--- config.mk ---
export PLATFORM = sky130hd
export DESIGN_NAME = alu_op_sequencer_flat
export DESIGN_NICKNAME = d
export VERILOG_FILES = /design/src/rtl/alu_pkg.sv /design/src/rtl/alu_op_sequencer_if.sv /design/src/rtl/alu_settle_cnt.sv /design/src/rtl/alu_op_sequencer.sv /design/src/flat_wrapper.sv
export SDC_FILE = /design/constraint.sdc
export NUM_CORES = 1
export LEC_CHECK = 0
export BUFFER_PORTS_ARGS = -buffer_cell sky130_fd_sc_hd__buf_2
export CORE_MARGIN = 10
export CORE_UTILIZATION = 47
export DETAILED_ROUTE_END_ITERATION = 10
export HOLD_SLACK_MARGIN = 0.03
export PLACE_DENSITY = 0.84
export SYNTH_ARGS = -nofsm -noshare
export SYNTH_HDL_FRONTEND = slang
export SYNTH_SLANG_ARGS = --single-unit
export TNS_END_PERCENT = 30
--- constraint.sdc ---
create_clock -name clk -period 2.1 [get_ports clk]
set_input_delay 0.315 -clock clk [delete_from_list [all_inputs] [get_ports clk]]
set_output_delay 0.315 -clock clk [all_outputs]
set_load 0.005 [all_outputs]
--- src/rtl/alu_pkg.sv ---
`default_nettype none
// +------------------------------------------------------------------+
// | alu_pkg : opcodes, op width and sequencer FSM encoding shared     |
// |           by the ALU and alu_op_sequencer.                        |
// | Revision: 1.0                                                     |
// +------------------------------------------------------------------+
package alu_pkg;

  localparam int ALU_W_DEF = 16;
  localparam int OP_W      = 4;

  typedef enum logic [OP_W-1:0] {
    OP_NOP  = 4'h0,
    OP_ADD  = 4'h1,
    OP_SUB  = 4'h2,
    OP_NOT  = 4'h3,
    OP_AND  = 4'h4,
    OP_OR   = 4'h5,
    OP_XOR  = 4'h6,
    OP_MUL  = 4'h7,
    OP_SHR1 = 4'h8,
    OP_SHR2 = 4'h9,
    OP_MOV  = 4'hA,
    OP_CLR  = 4'hB
  } opcode_t;

  typedef enum logic [1:0] {
    ST_IDLE   = 2'd0,
    ST_ISSUE  = 2'd1,
    ST_COMMIT = 2'd2
  } state_t;

endpackage
`default_nettype wire

--- src/rtl/alu_op_sequencer_if.sv ---
`default_nettype none
// +------------------------------------------------------------------+
// | alu_op_sequencer_if : op handshake, ALU bus and architectural     |
// |                       state outputs of the sequencer.             |
// | Revision: 1.0                                                     |
// +------------------------------------------------------------------+
interface alu_op_sequencer_if #(
  parameter int W = 16
);
  logic          op_valid;
  logic [3:0]    op_code;
  logic [W-1:0]  op_operand;
  logic          op_ready;
  logic [3:0]    alu_cs;
  logic [W-1:0]  alu_acin;
  logic [W-1:0]  alu_rin;
  logic [W-1:0]  alu_acout;
  logic          alu_z;
  logic [W-1:0]  ac_q;
  logic          z_q;
  logic          done;
  logic          illegal;
  logic [15:0]   op_count;

  modport slave (
    input  op_valid, op_code, op_operand, alu_acout, alu_z,
    output op_ready, alu_cs, alu_acin, alu_rin, ac_q, z_q, done, illegal, op_count
  );

  modport master (
    output op_valid, op_code, op_operand, alu_acout, alu_z,
    input  op_ready, alu_cs, alu_acin, alu_rin, ac_q, z_q, done, illegal, op_count
  );
endinterface
`default_nettype wire

--- src/rtl/alu_settle_cnt.sv ---
`default_nettype none
// +------------------------------------------------------------------+
// | alu_settle_cnt : loadable down-counter flagging the final settle  |
// |                  cycle of an issued ALU op.                       |
// | Revision: 1.0                                                     |
// +------------------------------------------------------------------+
module alu_settle_cnt #(
  parameter int CNT_W = 2
) (
  input  logic             clk,
  input  logic             reset_n,
  input  logic             i_load,
  input  logic [CNT_W-1:0] i_load_val,
  input  logic             i_dec,
  output logic             o_last
);

  logic [CNT_W-1:0] r_cnt;

  assign o_last = (r_cnt == CNT_W'(1));

  // Holds at 1 so a stray decrement can never wrap to the maximum count.
  always_ff @(posedge clk or negedge reset_n) begin
    if (!reset_n) begin
      r_cnt <= '0;
    end else if (i_load) begin
      r_cnt <= i_load_val;
    end else if (i_dec && !o_last) begin
      r_cnt <= r_cnt - CNT_W'(1);
    end
  end

endmodule
`default_nettype wire

--- src/rtl/alu_op_sequencer.sv ---
`default_nettype none
// +------------------------------------------------------------------+
// | alu_op_sequencer : accepts ALU ops, holds operands for a settle   |
// |   time, commits result to AC/Z. Optional ZCHECK_EN adds a sticky  |
// |   z_mismatch output comparing ALU zero flag with the local one.   |
// | Revision: 1.0                                                     |
// +------------------------------------------------------------------+
module alu_op_sequencer
  import alu_pkg::*;
#(
  parameter int W          = ALU_W_DEF,
  parameter int SETTLE     = 1,
  parameter int MUL_SETTLE = 2
) (
  input  logic clk,
  input  logic reset_n,
`ifdef ZCHECK_EN
  output logic z_mismatch,
`endif
  alu_op_sequencer_if.slave bus
);

  localparam int MAX_SETTLE = (SETTLE > MUL_SETTLE) ? SETTLE : MUL_SETTLE;
  localparam int CNT_W      = $clog2(MAX_SETTLE + 1);

  state_t           r_state;
  state_t           w_next;
  logic [OP_W-1:0]  r_code;
  logic [W-1:0]     r_operand;
  logic [W-1:0]     r_ac;
  logic             r_z;
  logic             r_done;
  logic             r_illegal;
  logic [15:0]      r_count;

  logic             w_idle;
  logic             w_busy;
  logic             w_accept;
  logic             w_illegal_op;
  logic             w_issue;
  logic             w_cnt_last;
  logic             w_res_zero;
  logic [CNT_W-1:0] w_load_val;

  assign w_idle       = (r_state == ST_IDLE);
  assign w_busy       = (r_state == ST_ISSUE) || (r_state == ST_COMMIT);
  assign w_accept     = w_idle && bus.op_valid;
  assign w_illegal_op = (bus.op_code > OP_CLR);
  assign w_issue      = w_accept && !w_illegal_op;
  assign w_res_zero   = (bus.alu_acout == '0);
  assign w_load_val   = (bus.op_code == OP_MUL) ? CNT_W'(MUL_SETTLE) : CNT_W'(SETTLE);

  assign bus.op_ready = w_idle;
  assign bus.alu_cs   = w_busy ? r_code : OP_NOP;
  assign bus.alu_acin = r_ac;
  assign bus.alu_rin  = r_operand;
  assign bus.ac_q     = r_ac;
  assign bus.z_q      = r_z;
  assign bus.done     = r_done;
  assign bus.illegal  = r_illegal;
  assign bus.op_count = r_count;

  alu_settle_cnt #(
    .CNT_W (CNT_W)
  ) u_settle (
    .clk        (clk),
    .reset_n    (reset_n),
    .i_load     (w_issue),
    .i_load_val (w_load_val),
    .i_dec      (r_state == ST_ISSUE),
    .o_last     (w_cnt_last)
  );

  always_ff @(posedge clk or negedge reset_n) begin
    if (!reset_n) begin
      r_state <= ST_IDLE;
    end else begin
      r_state <= w_next;
    end
  end

  always_comb begin
    w_next = r_state;
    unique case (r_state)
      ST_IDLE:   if (w_issue) w_next = ST_ISSUE;
      ST_ISSUE:  if (w_cnt_last) w_next = ST_COMMIT;
      ST_COMMIT: w_next = ST_IDLE;
      default:   w_next = ST_IDLE;
    endcase
  end

  // Rejected ops never leave IDLE; their done/illegal pulse comes straight from the accept.
  always_ff @(posedge clk or negedge reset_n) begin
    if (!reset_n) begin
      r_code    <= OP_NOP;
      r_operand <= '0;
      r_ac      <= '0;
      r_z       <= 1'b0;
      r_done    <= 1'b0;
      r_illegal <= 1'b0;
      r_count   <= '0;
    end else begin
      r_done    <= 1'b0;
      r_illegal <= 1'b0;
      if (w_accept) begin
        r_code    <= bus.op_code;
        r_operand <= bus.op_operand;
        if (w_illegal_op) begin
          r_done    <= 1'b1;
          r_illegal <= 1'b1;
        end
      end
      if (r_state == ST_COMMIT) begin
        r_ac    <= bus.alu_acout;
        r_z     <= w_res_zero;
        r_done  <= 1'b1;
        r_count <= r_count + 16'd1;
      end
    end
  end

`ifdef ZCHECK_EN
  logic r_zmis;

  always_ff @(posedge clk or negedge reset_n) begin
    if (!reset_n) begin
      r_zmis <= 1'b0;
    end else if ((r_state == ST_COMMIT) && (bus.alu_z != w_res_zero)) begin
      r_zmis <= 1'b1;
    end
  end

  assign z_mismatch = r_zmis;
`else
  logic w_unused_alu_z;
  assign w_unused_alu_z = bus.alu_z;
`endif

endmodule
`default_nettype wire

--- src/flat_wrapper.sv ---
// flat-port wrapper written by rule: the top's interface ports become plain ports
module alu_op_sequencer_flat import alu_pkg::*;
#(
  parameter int W          = ALU_W_DEF,
  parameter int SETTLE     = 1,
  parameter int MUL_SETTLE = 2
)
  (clk, reset_n, bus_op_valid, bus_op_code, bus_op_operand, bus_alu_acout, bus_alu_z, bus_op_ready, bus_alu_cs, bus_alu_acin, bus_alu_rin, bus_ac_q, bus_z_q, bus_done, bus_illegal, bus_op_count);
  alu_op_sequencer_if #(.W(W)) bus_i ();
  input  logic clk;
  input  logic reset_n;
  input wire logic [$bits(bus_i.op_valid)-1:0] bus_op_valid;
  input wire logic [$bits(bus_i.op_code)-1:0] bus_op_code;
  input wire logic [$bits(bus_i.op_operand)-1:0] bus_op_operand;
  input wire logic [$bits(bus_i.alu_acout)-1:0] bus_alu_acout;
  input wire logic [$bits(bus_i.alu_z)-1:0] bus_alu_z;
  output wire logic [$bits(bus_i.op_ready)-1:0] bus_op_ready;
  output wire logic [$bits(bus_i.alu_cs)-1:0] bus_alu_cs;
  output wire logic [$bits(bus_i.alu_acin)-1:0] bus_alu_acin;
  output wire logic [$bits(bus_i.alu_rin)-1:0] bus_alu_rin;
  output wire logic [$bits(bus_i.ac_q)-1:0] bus_ac_q;
  output wire logic [$bits(bus_i.z_q)-1:0] bus_z_q;
  output wire logic [$bits(bus_i.done)-1:0] bus_done;
  output wire logic [$bits(bus_i.illegal)-1:0] bus_illegal;
  output wire logic [$bits(bus_i.op_count)-1:0] bus_op_count;
  assign bus_i.op_valid = bus_op_valid;
  assign bus_i.op_code = bus_op_code;
  assign bus_i.op_operand = bus_op_operand;
  assign bus_i.alu_acout = bus_alu_acout;
  assign bus_i.alu_z = bus_alu_z;
  assign bus_op_ready = bus_i.op_ready;
  assign bus_alu_cs = bus_i.alu_cs;
  assign bus_alu_acin = bus_i.alu_acin;
  assign bus_alu_rin = bus_i.alu_rin;
  assign bus_ac_q = bus_i.ac_q;
  assign bus_z_q = bus_i.z_q;
  assign bus_done = bus_i.done;
  assign bus_illegal = bus_i.illegal;
  assign bus_op_count = bus_i.op_count;
  alu_op_sequencer #(.W(W), .SETTLE(SETTLE), .MUL_SETTLE(MUL_SETTLE)) u_core (.clk(clk), .reset_n(reset_n), .bus(bus_i));
endmodule
==> impl.org <==
** STA
- Between clock sinks in the finished design, the worst skew comes to 5.50 ps.
- Final slew viol count :: 0
- For this run, the top clock speed supported by timing is 0.571 GHz.
- Headroom to the max-slew limit :: around 72%
- After layout, the worst path uses between 80 and 90% of the clock period.
- The final number of hold-violating endpoints is 0.
- Measured slew at the worst slew-check pin :: 420 ps
- Final setup violation count :: 0
- The routed design could run at a clock period as short as about 1800 ps.
- For the final routed database, the setup TNS stands at 0 ps.
- Setup repair after global routing missed its margin :: no

** Layout
- Of the cells placed in the final design, the portion with a size suffix greater than 1 is 56.6%.
- The number of antenna diodes in the final layout is 0.
- Area growth from synthesis to layout :: 30.4%
- Most common cell after layout, fill and taps aside :: sky130_fd_sc_hd__buf_2
- Measured on the finished design, the core utilization comes to 64.0%.
- Excluding fillers, the count of instances in the completed layout stands at ~370.
- In the layout the commonest cells are 110 x sky130_fd_sc_hd__buf_2, 59 x sky130_fd_sc_hd__dfrtp_1, 38 x sky130_fd_sc_hd__mux2_2.
- After the last flow step, the layout net total stands at about 340.

** Clock tree
- Clock tree synthesis selected as its root buffer the cell sky130_fd_sc_hd__clkbuf_8.
- TritonCTS buffer count :: 9
- At the later pin of the worst-skew pair, clock insertion delay measures 320 ps.
- Post-CTS repair changed the size of 0 cells.
- Clock tree synthesis found a total of a little under 60 sinks.
- Clock-pin slew was measured on the worst setup and hold paths at around 60 ps.
- The clock passes through at most 2 buffers.
- Clock tree from TritonCTS :: yes
- The H-tree generated during clock tree synthesis spans 3 levels.

** Min path
- The worst hold path terminates at u_core.bus.z_q.
- Hold path startpoint :: bus_alu_acout[14]
- The worst hold path belongs to the class input port to flip-flop.
- Counting instances, the worst hold path has a depth of 2.

** Synthesis
- Post-Synthesis Cells :: between 150 and 200
- Synthesized cell area :: 2540 sq um
- Unique masters post-synth :: 28
- Counting flops with a built-in enable in the synthesized netlist gives 0.
- Syn_nets :: ~240
- Number of register bits inferred by synthesis :: just under 60
- FFs w/ async S/R, synth :: 100%
- During synthesis, Yosys emitted a total of 0 warnings.
- Post-Syn Area per Cell :: between 10 and 15 sq um
- Most instantiated flip-flop cell in the synthesis netlist :: sky130_fd_sc_hd__dfrtp_1
- Sequential cells were found to cover about three fifths of the synthesized design area.

** Placement
- Quantity of I/O buffers inserted on ports :: 110
- DPL Wire Length :: between 4000 and 5000 microns
- Including well taps, the total number of placed cells is about 360.
- Routability Congestion :: about 0.75

** Setup path
- Biggest cell delay along the critical path :: approximately 390 ps
- Of all nets on the critical path, the largest fanout is 4.
- The worst setup path is of the flip-flop to primary output kind.
- Data on the critical path arrives at its endpoint at 1440 ps.
- The slowest stage of the critical path belongs to the cell sky130_fd_sc_hd__dfrtp_1.
- The worst register-to-register path begins at u_core.r_state[0].
- At the worst endpoint, the required time is between 1500 and 2000 ps.
- STA classifies the critical path startpoint as a flip-flop.
- CP bufs+invs :: 2
- STA classifies the critical path endpoint as a primary output.
- The worst register-to-register path has a depth of 6.
- In this run the critical register-to-register path is captured at u_core.bus.op_count[9].
- The signal on the critical path passes through inv_1, ha_1, and2_1, buf_2.
- Reg-to-reg slack, setup :: 440 ps
- Top delay family on crit path :: flip-flops

** Power and ir drop
- VDD sags by at most approximately 0.7 mV.
- Power spread over the standard cell area amounts to 1430 nW/um^2.
- Summed over all cells, the static leakage comes to around 1.7 nW.

** Route
- After detailed routing, the number of remaining DRC violations is 0.
- For this block, the via count after detailed routing is about 1800.
- After detailed routing, the number of vias per cell comes to about 4.8.
- For this block, the initial DRC count from the detailed router was 62.
- Final routed wire length divided by cell count :: 15.5 microns
- The pre-antenna-repair detailed-routing pass consisted of 3 iterations.
- Final ANT Viol Nets :: 0
- Summed over all layers, the routed wires come to ~5800 microns.

** GRT
- First-pass GRT wire length :: ~9400 microns
- Entering global routing, the biggest net connects 24 pins.
- Global routing consumed, over all layers together, between 10% and 20% of the routing resources.
- Number of global-route vias before repair :: between 1500 and 2000
- Number of antenna violations at the first check in global routing :: 0
- Summed over all layers, the global routing overflow is 0.

** Job
- Max cap viols :: 0

** Floorplanning
- Die area :: 8740 sq um
- The die is 93.5 microns tall.
- Width of the die :: about 93 microns
- During I/O placement, the number of pins put on the boundary was about 110.
- Total core area :: a little over 5000 sq um
- For this configuration, the core starts out at a cell density of 49.1%.
- Cell row count :: 26

** Run status
- Run status :: finished, final reports clean
flip-flops by register name (all words and copies together), names as in the netlist:
| register | cells |
|---|---|
| u_core.r_state | 2 |
| u_core.r_code | 4 |
| u_core.bus.ac_q | 16 |
| u_core.bus.done | 1 |
| u_core.bus.z_q | 1 |
| u_core.bus.alu_rin | 16 |
| u_core.bus.illegal | 1 |
| u_core.bus.op_count | 16 |
| u_core.u_settle.r_cnt | 2 |
report_power, final:
| part | internal (mW) | switching (mW) |
|---|---|---|
| Clock | 0.727 | 0.422 |
| Sequential | 1.60 | 0.282 |
| Combinational | 0.962 | 0.729 |
| Total | 3.28 | 1.43 |
area by class of cell:
class                   instances  area (sq um)
fillers                       410          1860
flip-flops and latches         59          1480
multi-input cells             108           910
repair buffers                116           598
clock buffers                  11           151
well taps                      70          87.6
clock inverters                 5          75.1
inverters                       3          11.3
layer usage:
metal	up-vias	part of all wire [%]	track usage, %
met5	-	0	0
met4	0	1.2	4.11
met3	6	13	9.11
met2	70	48	22.0
met1	839	38	13.7
li1	864	-	-
worst max path at each step:
stage                            startpoint  depth (start not counted)  slack (ps)                       to
after floorplan           u_core.r_state[0]                          6         610  u_core.bus.op_count[10]
after global placement    u_core.r_state[0]                          6         500   u_core.bus.op_count[9]
after detailed placement  u_core.r_state[0]                          5         410           u_core.bus.z_q
after CTS                 u_core.r_state[0]                          4         310            bus_alu_cs[3]
after global routing      u_core.r_state[0]                          4         230            bus_alu_cs[0]
final                     u_core.r_state[0]                          4         350            bus_alu_cs[3]
per-stage QoR:
stage                     hold WS (ps)  worst slack (ps)  instance area [sq um]  total power, mW
after global routing               186               234                   3310             5.09
after detailed placement           272               410                   3070             3.64
final                              206               348                   3310             4.72
after global placement             266               501                   3070             3.55
after CTS                          187               308                   3310             4.82
after floorplan                   19.4               606                   2540             2.96
Yosys cell counts, drive strengths merged (3+ instances only):
cell / number / area, sq um
nor2: 5 / 21.3
nand3: 3 / 15.0
xnor2: 10 / 87.6
nand4: 5 / 31.3
mux2: 38 / 428
dfrtp: 59 / 1480
buf: 20 / 140
a21oi: 5 / 25.0
nand2: 9 / 33.8
ha: 6 / 75.1
xor2: 5 / 43.8
and2: 4 / 25.0
and3: 3 / 18.8
inv: 3 / 11.3
cells by family after synthesis:
kind of cell	Yosys count	synth area share [%]
and+or+nand+nor	39	8.48
xor gates and xnor gates	15	5.18
muxes	38	16.9
AOI/OAI and AO/OA	10	2.37
adders and majority gates	6	2.96
buffers and inverters	23	5.97
DFF	59	58.2
what timing repair did:
action / 4_1_cts / 5_1_grt
setup buffers: 0 / 0
hold buffers: 1 / 0
hold endpoints to repair: 17 / 0
No activity file was read; power rests on OpenSTA's default activity.
